## src/rtl/keypad_matrix_scanner_pkg.sv

```systemverilog
// Shared types and helpers for the keypad matrix scanner.
// Holds the scan FSM states, the key index mapping and the parameter floors.
package keypad_pkg;

    typedef enum logic [1:0] {
        IDLE,
        DRIVE,
        SAMPLE
    } scan_state_e;

    // Two synchroniser flops plus one cycle of margin before a row is sampled.
    localparam int MIN_SETTLE   = 3;
    localparam int MIN_DEBOUNCE = 1;

    function automatic int key_index(input int row, input int col, input int cols);
        return row * cols + col;
    endfunction

endpackage

```

## src/rtl/keypad_matrix_scanner_if.sv

```systemverilog
// Pin and event bundle between the keypad scanner and its surroundings.
// The master side is the scanner; the slave side is the board plus game logic.
interface keypad_matrix_scanner_if #(
    parameter int ROWS = 4,
    parameter int COLS = 4
);
    localparam int NKEYS = ROWS * COLS;

    logic             scan_en;
    logic [COLS-1:0]  kp_col;
    logic [ROWS-1:0]  kp_row;
    logic [NKEYS-1:0] key_state;
    logic [NKEYS-1:0] key_press;
    logic [NKEYS-1:0] key_release;
    logic             any_key;
    logic             frame_done;

    modport master (
        input  scan_en,
        input  kp_col,
        output kp_row,
        output key_state,
        output key_press,
        output key_release,
        output any_key,
        output frame_done
    );

    modport slave (
        output scan_en,
        output kp_col,
        input  kp_row,
        input  key_state,
        input  key_press,
        input  key_release,
        input  any_key,
        input  frame_done
    );

endinterface

```

## src/rtl/keypad_matrix_scanner_debounce_cell.sv

```systemverilog
// Per-key debouncer: one state bit, a run counter of disagreeing samples,
// and registered one-cycle press/release pulses.
module keypad_debounce_cell
    import keypad_pkg::*;
#(
    parameter int DEBOUNCE = 3
) (
    input  logic clock,
    input  logic reset,
    input  logic sample_en,
    input  logic raw,
    output logic state,
    output logic press_pulse,
    output logic release_pulse
);

    localparam int CNT_W = (DEBOUNCE > 1) ? $clog2(DEBOUNCE) : 1;

    if (DEBOUNCE < MIN_DEBOUNCE) begin : g_bad_debounce
        $error("DEBOUNCE must be at least %0d", MIN_DEBOUNCE);
    end

    logic [CNT_W-1:0] cnt;
    logic             flip;

    assign flip = sample_en && (raw != state) && (cnt == CNT_W'(DEBOUNCE - 1));

    always_ff @(posedge clock) begin
        if (!reset) begin
            state         <= 1'b0;
            cnt           <= '0;
            press_pulse   <= 1'b0;
            release_pulse <= 1'b0;
        end else begin
            // Pulses are recomputed every cycle, so they drop after one cycle.
            press_pulse   <= flip && !state;
            release_pulse <= flip && state;
            if (sample_en) begin
                if (raw == state) begin
                    cnt <= '0;
                end else if (flip) begin
                    state <= ~state;
                    cnt   <= '0;
                end else begin
                    cnt <= cnt + CNT_W'(1);
                end
            end
        end
    end

endmodule

```

## src/rtl/keypad_matrix_scanner.sv

```systemverilog
// Row-at-a-time scanner for an active-low ROWS x COLS key matrix with
// synchronised columns, per-key debouncing and press/release events.
module keypad_matrix_scanner
    import keypad_pkg::*;
#(
    parameter int ROWS          = 4,
    parameter int COLS          = 4,
    parameter int SETTLE_CYCLES = 4,
    parameter int DEBOUNCE      = 3
) (
    input  logic clock,
    input  logic reset,
    keypad_matrix_scanner_if.master bus
);

    localparam int NKEYS = ROWS * COLS;
    localparam int ROW_W = (ROWS > 1) ? $clog2(ROWS) : 1;
    localparam int SET_W = $clog2(SETTLE_CYCLES);

    if (ROWS < 1 || COLS < 1) begin : g_bad_dims
        $error("ROWS and COLS must both be at least 1");
    end
    if (SETTLE_CYCLES < MIN_SETTLE) begin : g_bad_settle
        $error("SETTLE_CYCLES must be at least %0d", MIN_SETTLE);
    end

    logic [COLS-1:0]  sync_meta;
    logic [COLS-1:0]  sync_col;
    logic [COLS-1:0]  raw_press;

    scan_state_e      state, state_next;
    logic [ROW_W-1:0] row_idx, row_next;
    logic [SET_W-1:0] settle_cnt, settle_next;
    logic [ROWS-1:0]  kp_row_q, kp_row_next;
    logic             frame_done_q;
    logic             last_row;

    logic [NKEYS-1:0] key_state_w;
    logic [NKEYS-1:0] key_press_w;
    logic [NKEYS-1:0] key_release_w;

    // NOTE: sequential state uses non-blocking assignments so every flop
    // samples the pre-edge value of its neighbours (the 2-flop chain relies on it).
    always_ff @(posedge clock) begin
        if (!reset) begin
            sync_meta <= '1;
            sync_col  <= '1;
        end else begin
            sync_meta <= bus.kp_col;
            sync_col  <= sync_meta;
        end
    end

    assign raw_press = ~sync_col;
    assign last_row  = (row_idx == ROW_W'(ROWS - 1));

    always_ff @(posedge clock) begin
        if (!reset) begin
            state        <= IDLE;
            row_idx      <= '0;
            settle_cnt   <= '0;
            kp_row_q     <= '1;
            frame_done_q <= 1'b0;
        end else begin
            state        <= state_next;
            row_idx      <= row_next;
            settle_cnt   <= settle_next;
            kp_row_q     <= kp_row_next;
            frame_done_q <= (state == SAMPLE) && last_row;
        end
    end

    // NOTE: every output of this block gets a default first, so no path
    // through the case leaves a signal unassigned and no latch is inferred.
    always_comb begin
        state_next  = state;
        row_next    = row_idx;
        settle_next = settle_cnt;
        unique case (state)
            IDLE: begin
                if (bus.scan_en) begin
                    state_next  = DRIVE;
                    row_next    = '0;
                    settle_next = '0;
                end
            end
            DRIVE: begin
                if (settle_cnt == SET_W'(SETTLE_CYCLES - 1)) begin
                    state_next = SAMPLE;
                end else begin
                    settle_next = settle_cnt + SET_W'(1);
                end
            end
            SAMPLE: begin
                settle_next = '0;
                if (!last_row) begin
                    row_next   = row_idx + ROW_W'(1);
                    state_next = DRIVE;
                end else if (bus.scan_en) begin
                    row_next   = '0;
                    state_next = DRIVE;
                end else begin
                    state_next = IDLE;
                end
            end
            default: state_next = IDLE;
        endcase
        // Row pins are registered from the next state so they never glitch.
        kp_row_next = (state_next == IDLE) ? '1 : ~(ROWS'(1) << row_next);
    end

    for (genvar r = 0; r < ROWS; r++) begin : g_row
        for (genvar c = 0; c < COLS; c++) begin : g_col
            localparam int IDX = key_index(r, c, COLS);
            keypad_debounce_cell #(
                .DEBOUNCE (DEBOUNCE)
            ) u_cell (
                .clock         (clock),
                .reset         (reset),
                .sample_en     ((state == SAMPLE) && (row_idx == ROW_W'(r))),
                .raw           (raw_press[c]),
                .state         (key_state_w[IDX]),
                .press_pulse   (key_press_w[IDX]),
                .release_pulse (key_release_w[IDX])
            );
        end
    end

    assign bus.kp_row      = kp_row_q;
    assign bus.frame_done  = frame_done_q;
    assign bus.key_state   = key_state_w;
    assign bus.key_press   = key_press_w;
    assign bus.key_release = key_release_w;
    assign bus.any_key     = |key_state_w;

endmodule

```

## src/flat_wrapper.sv

```systemverilog
// flat-port wrapper written by rule: the top's interface ports become plain ports
module keypad_matrix_scanner_flat import keypad_pkg::*;
#(
    parameter int ROWS          = 4,
    parameter int COLS          = 4,
    parameter int SETTLE_CYCLES = 4,
    parameter int DEBOUNCE      = 3
)
  (clock, reset, bus_scan_en, bus_kp_col, bus_kp_row, bus_key_state, bus_key_press, bus_key_release, bus_any_key, bus_frame_done);
  keypad_matrix_scanner_if #(.ROWS(ROWS), .COLS(COLS)) bus_i ();
  input  logic clock;
  input  logic reset;
  input wire logic [$bits(bus_i.scan_en)-1:0] bus_scan_en;
  input wire logic [$bits(bus_i.kp_col)-1:0] bus_kp_col;
  output wire logic [$bits(bus_i.kp_row)-1:0] bus_kp_row;
  output wire logic [$bits(bus_i.key_state)-1:0] bus_key_state;
  output wire logic [$bits(bus_i.key_press)-1:0] bus_key_press;
  output wire logic [$bits(bus_i.key_release)-1:0] bus_key_release;
  output wire logic [$bits(bus_i.any_key)-1:0] bus_any_key;
  output wire logic [$bits(bus_i.frame_done)-1:0] bus_frame_done;
  assign bus_i.scan_en = bus_scan_en;
  assign bus_i.kp_col = bus_kp_col;
  assign bus_kp_row = bus_i.kp_row;
  assign bus_key_state = bus_i.key_state;
  assign bus_key_press = bus_i.key_press;
  assign bus_key_release = bus_i.key_release;
  assign bus_any_key = bus_i.any_key;
  assign bus_frame_done = bus_i.frame_done;
  keypad_matrix_scanner #(.ROWS(ROWS), .COLS(COLS), .SETTLE_CYCLES(SETTLE_CYCLES), .DEBOUNCE(DEBOUNCE)) u_core (.clock(clock), .reset(reset), .bus(bus_i));
endmodule
```

## config.mk

```make
export PLATFORM = sky130hd
export DESIGN_NAME = keypad_matrix_scanner_flat
export DESIGN_NICKNAME = d
export VERILOG_FILES = /design/src/rtl/keypad_matrix_scanner_pkg.sv /design/src/rtl/keypad_matrix_scanner_if.sv /design/src/rtl/keypad_matrix_scanner_debounce_cell.sv /design/src/rtl/keypad_matrix_scanner.sv /design/src/flat_wrapper.sv
export SDC_FILE = /design/constraint.sdc
export NUM_CORES = 1
export LEC_CHECK = 0
export BUFFER_PORTS_ARGS = -buffer_cell sky130_fd_sc_hd__clkbuf_2
export CAP_MARGIN = 20
export CORE_MARGIN = 2
export CORE_UTILIZATION = 25
export CTS_CLUSTER_SIZE = 30
export DETAILED_ROUTE_END_ITERATION = 16
export PLACE_DENSITY = 0.53
export SLEW_MARGIN = 20
export SYNTH_ARGS = -nofsm -noshare
export SYNTH_HDL_FRONTEND = slang
export SYNTH_HIERARCHICAL = 1
export SYNTH_SLANG_ARGS = --single-unit
```

## constraint.sdc

```tcl
create_clock -name clock -period 1.4 [get_ports clock]
set_input_delay 0.35 -clock clock [delete_from_list [all_inputs] [get_ports clock]]
set_output_delay 0.35 -clock clock [all_outputs]
set_load 0.02 [all_outputs]
```

After elaboration in Yosys (flattened, before gate mapping)
Index checks and enable logic that the tools add are counted.

storage, ports and cells
  bits in registers = 99
  bits of input ports = 7
  output and inout bits = 54

cells by class
  add/sub/neg operators = 18
  eq/ne operators = 56
  shifts and indexed selects = 1
  multiplexer cells = 43
  bitwise gates (word level) = 35
  reduce and logical (&&, ||, !) cells = 107

operators by type and width
  operator                                                               count
  2-bit two-way mux                                                      39
  1-bit logical AND                                                      68
  3-bit AND reduction                                                    17
  2-bit equality test, second input constant                             20
  2-bit by 1-bit adder with 2-bit output, second input constant          18
  1-bit NOT                                                              33
  1-bit equality test                                                    16
  1-bit logical NOT                                                      16
  1-bit != test                                                          16
  16-bit OR reduction                                                    1
  2-bit case mux with 3 select lines                                     2
  4-bit NOT                                                              2
  2-bit logical NOT                                                      3
  2-bit by 1-bit equality test with 1-bit output, second input constant  2
  2-bit != test, second input constant                                   2
  2-bit case mux with 2 select lines                                     1
  1-bit by 2-bit left shift with 4-bit output, first input constant      1
  3-bit nonzero test                                                     1
  2-bit OR reduction                                                     1
  1-bit two-way mux                                                      1

Logic depth before layout (Yosys ltp)
  depth in word-level cells = 6
  gate-level depth with buffers = 5
  gate-level depth less buffers = 5

Cells and area by module
The synthesis kept the hierarchy.

by module, submodules not included
  module                 times used  cells each  area an instance (um2)
  keypad_debounce_cell   16          19          219.0
  keypad_matrix_scanner  1           85          843.3

Worst setup path before layout
Ideal clock, no wire load.

  path type = register to register
  from = reg u_core.state[0]
  to = reg u_core.g_row[3].g_col[0].u_cell.press_pulse
  data arrival time = 1515 ps
  slack = -189 ps
  stages on the path, launching flop included = 6
  clock period less this slack = 1589 ps
  cell sequence = dfxtp_1 -> buf_4 -> nor2b_4 -> and2_1 -> nand4b_2 -> nor3b_2

on the way
  word-level cells in the longest chain between the ends = 5

RTL lines
  element                         RTL line                                   RTL
  start, declared                 keypad_matrix_scanner.sv:31                scan_state_e state, state_next;
  start signal, assigned          keypad_matrix_scanner.sv:65                state <= state_next;
  2-bit equality test             keypad_matrix_scanner.sv:120               .sample_en ((state == SAMPLE) && (row_idx == ROW_W'(r))),
  1-bit logical AND               keypad_matrix_scanner.sv:120
  1-bit logical AND (2 in a row)  keypad_matrix_scanner_debounce_cell.sv:26  assign flip = sample_en && (raw != state) && (cnt == CNT_W'(DEBOUNCE - 1));
  1-bit logical AND               keypad_matrix_scanner_debounce_cell.sv:36  press_pulse <= flip && !state;
  end signal, assigned            keypad_matrix_scanner_debounce_cell.sv:36
  end, declared                   keypad_matrix_scanner_debounce_cell.sv:13  output logic press_pulse,

No other way between the ends.
A chain may end at the register's enable or synchronous reset.

Final worst setup path
  from = reg u_core.g_row[1].g_col[2].u_cell.state
  to = out bus_any_key

on the way
  word-level cells in the longest chain between the ends = 1

RTL lines
  element                 RTL line                                   RTL
  start, declared         keypad_matrix_scanner_debounce_cell.sv:12  output logic state,
  start signal, assigned  keypad_matrix_scanner_debounce_cell.sv:42  state <= ~state;
  16-bit OR reduction     keypad_matrix_scanner.sv:134               assign bus.any_key = |key_state_w;
  end, declared           flat_wrapper.sv:19                         output wire logic [$bits(bus_i.any_key)-1:0] bus_any_key;

No other way between the ends.

==> impl_metrics.tcl <==
set metrics [dict create \
    synth-seq-area-share 0.456 \
    p_int_mw 4.18 \
    timing.fmax_ghz 0.577 \
    start_util 0.253 \
    status "finished with violations" \
    vias 3358 \
    numCtsBuffers 9 \
    maxCapViolCount 0 \
    port_buffers 60 \
    clkPwrFrac 0.445 \
    clkTransAtPathRegs_ns 0.07 \
    die_y_um 136 \
    viasPerCell 4.59 \
    first_global_vias 3210 \
    grt_max_degree 38 \
    syn_nets 401 \
    final_util 0.343 \
    place_area_um2 5300 \
    multi_input_area_um2 2440 \
    start_kind "flip-flop" \
    ys_types 34 \
    ctsHoldBuffers 0 \
    place_ws_ns -0.135 \
    areaGrowthSynthToFinish_pct 35.7 \
    post-route-min-period_ns 1.73 \
    clk_latency_ns 0.35 \
    relSlewSlack 0.821 \
    ant_nets 0 \
    violations "negative setup slack" \
    synth_seq_cells 99 \
    combPwrFrac 0.042 \
    slew_violations 0 \
    drive_above_1_share 0.398 \
    critPathArrivalTime_ns 1.38 \
    power_mw 5.53 \
    grt_usage 0.110 \
    fin_hold_ws_ns 0.181 \
    switchingPower_mw 1.35 \
    powerDensity_nw_per_um2 938 \
    ys_warn_count 6 \
    ir_worst_vdd_uv 502 \
    crit_fanout 2 \
    dpl.hpwl_um 6880 \
    die_w_um 136 \
    final_cell_mix "dfxtp_1, nand3b_1, clkbuf_2" \
    p_seq_frac 0.513 \
    final_area_um2 5900 \
    route.detailed.drc 0 \
    syn_inst 389 \
    core_area_um2 17200 \
    hp-class "in -> reg" \
    finalHoldViolCount 0 \
    cp.required_ns 1.05 \
    seqCellArea_um2 2010 \
    finalNetCount 514 \
    skew_ns 0.00950 \
    wl_um 10300 \
    clock_sinks 99 \
    place.gp.congestion 0.775 \
    firstDrtPassIters 5 \
    h-tree-depth 3 \
    drt_iter0_drc 134 \
    period_share 1.24 \
    critPathKind "reg -> out" \
    antenna_found_initial 0 \
    grt-ovfl-total 0 \
    grt_pass1_wl_um 15800 \
    antenna_cells 0 \
    worstMarginPinSlew_ns 0.267 \
    rows 48 \
    setup_viol 1 \
    p_leak_nw 2.27 \
    root_buffer "clkbuf_16" \
    clockBufferDepth 2 \
    syn_area_per_cell_um2 11.2 \
    rsz0062_at_grt "yes" \
    end_kind "output pin" \
    switching_share 0.244 \
    syn-cell-area_um2 4350 \
    io_pins 61 \
    wire_per_inst_um 14.1 \
    final_common_cell "dfxtp_1" \
    setup_ws_ns -0.333 \
    tritoncts "done" \
    nFillCells 1761 \
    dieArea_um2 18500 \
]
[cells in the mapped netlist]
library cell / n / area (µm²)
dfxtp_1: 99 / 1980
nand3b_1: 48 / 360
nand2_1: 36 / 135
o21ai_0: 35 / 175
nor3b_2: 33 / 413
mux2i_1: 16 / 160
nand4b_1: 16 / 140
nand4b_2: 16 / 240
nand4bb_1: 16 / 180
xnor2_1: 16 / 140
nand2b_1: 11 / 68.8
inv_1: 8 / 30.0
and2_1: 7 / 43.8
ha_1: 5 / 62.6
nor4_1: 4 / 25.0
and3_1: 2 / 12.5
nor2_1: 2 / 7.51
nor3b_1: 2 / 15.0
o211ai_1: 2 / 15.0
a21boi_0: 1 / 7.51
a21boi_2: 1 / 11.3
a21oi_1: 1 / 5.00
a32oi_1: 1 / 8.76
a32oi_4: 1 / 27.5
and2b_1: 1 / 7.51
and2b_4: 1 / 10.0
buf_4: 1 / 7.51
clkbuf_1: 1 / 3.75
nand3_1: 1 / 5.00
nand4_1: 1 / 6.26
nor2b_1: 1 / 6.26
nor2b_4: 1 / 13.8
o21bai_2: 1 / 11.3
o31a_1: 1 / 8.76
[layer usage]
layer  wire (µm)  part of all wire  vias up  global-route usage
li1            -                 -     1671                   -
met1        4670              0.45     1614               0.135
met2        5040              0.49       60               0.183
met3         409             0.040       13              0.0268
met4         167             0.016        0              0.0457
met5           0                 0        -                   0
[critical path, stage by stage, from the launching register on]
cell and delay [ns]:
dfxtp_2 0.33, nor4_2 0.31, nand4_1 0.19, clkbuf_8 0.20
[stage by stage]
step           std cells  setup TNS, ns
2_1_floorplan        389              0
3_3_place_gp         710         -0.166
3_5_place_dp         710         -0.244
4_1_cts              725         -0.341
5_1_grt              732         -0.557
6_report             732         -0.333
[layout make-up]
type                            count  area share
Clock buffer                        9      0.0382
Clock inverter                      7      0.0119
Inverter                            8     0.00552
Multi-Input combinational cell    280       0.414
Sequential cell                    99       0.340
Tap cell                          225      0.0477
Timing Repair Buffer              104       0.143
[flip-flops by register name (all words and copies together), names as in the netlist]
signal	count
u_core/bus.frame_done	1
u_core/bus.kp_row	4
u_core/g_row.g_col.u_cell/cnt	32
u_core/g_row.g_col.u_cell/press_pulse	16
u_core/g_row.g_col.u_cell/release_pulse	16
u_core/g_row.g_col.u_cell/state	16
u_core/row_idx	2
u_core/settle_cnt	2
u_core/state	2
u_core/sync_col	4
u_core/sync_meta	4
[power groups by stage]
| stage | Combinational, mW | Clock (mW) | Sequential [mW] |
|---|---|---|---|
| 3_5_place_dp | 0.226 | 0 | 2.91 |
| 4_1_cts | 0.230 | 2.56 | 2.84 |
| 2_1_floorplan | 0.0935 | 0 | 2.91 |
| 6_report | 0.233 | 2.46 | 2.84 |
| 3_3_place_gp | 0.217 | 0 | 2.91 |
| 5_1_grt | 0.257 | 2.69 | 2.84 |
[worst paths after layout]
kind / depth (start not counted) / slack, ns / from / endpoint
worst max-delay path: 3 / -0.33 / u_core/g_row[1].g_col[2].u_cell/state$_SDFFE_PN0P_ / bus_any_key
worst min-delay path: 2 / 0.18 / bus_kp_col[1] / u_core/sync_meta[1]$_SDFF_PN1_
worst max register to register: 5 / 0.02 / u_core/row_idx[0]$_SDFF_PN0_ / u_core/bus.kp_row[3]$_SDFF_PP1_
worst min register to register: 1 / 0.41 / u_core/sync_meta[2]$_SDFF_PN1_ / u_core/sync_col[2]$_SDFF_PN1_
[cell families (layout without fill, tap and decap cells)]
logic type | Yosys count | count (layout) | synth area share
buffers and inverters | 10 | 128 | 0.00950
AOI/OAI and AO/OA | 44 | 44 | 0.0622
DFF | 99 | 99 | 0.456
xor gates and xnor gates | 16 | 16 | 0.0322
adders and majority gates | 5 | 5 | 0.0144
and+or+nand+nor | 199 | 199 | 0.389
muxes | 16 | 16 | 0.0368
[timing repair]
action,in CTS,in global routing
gates cloned,0,5
pin swaps,3,13
resized for setup,29,41
setup endpoints to repair,23,63
buffers inserted,0,2
(Power assumes the default switching activity.)
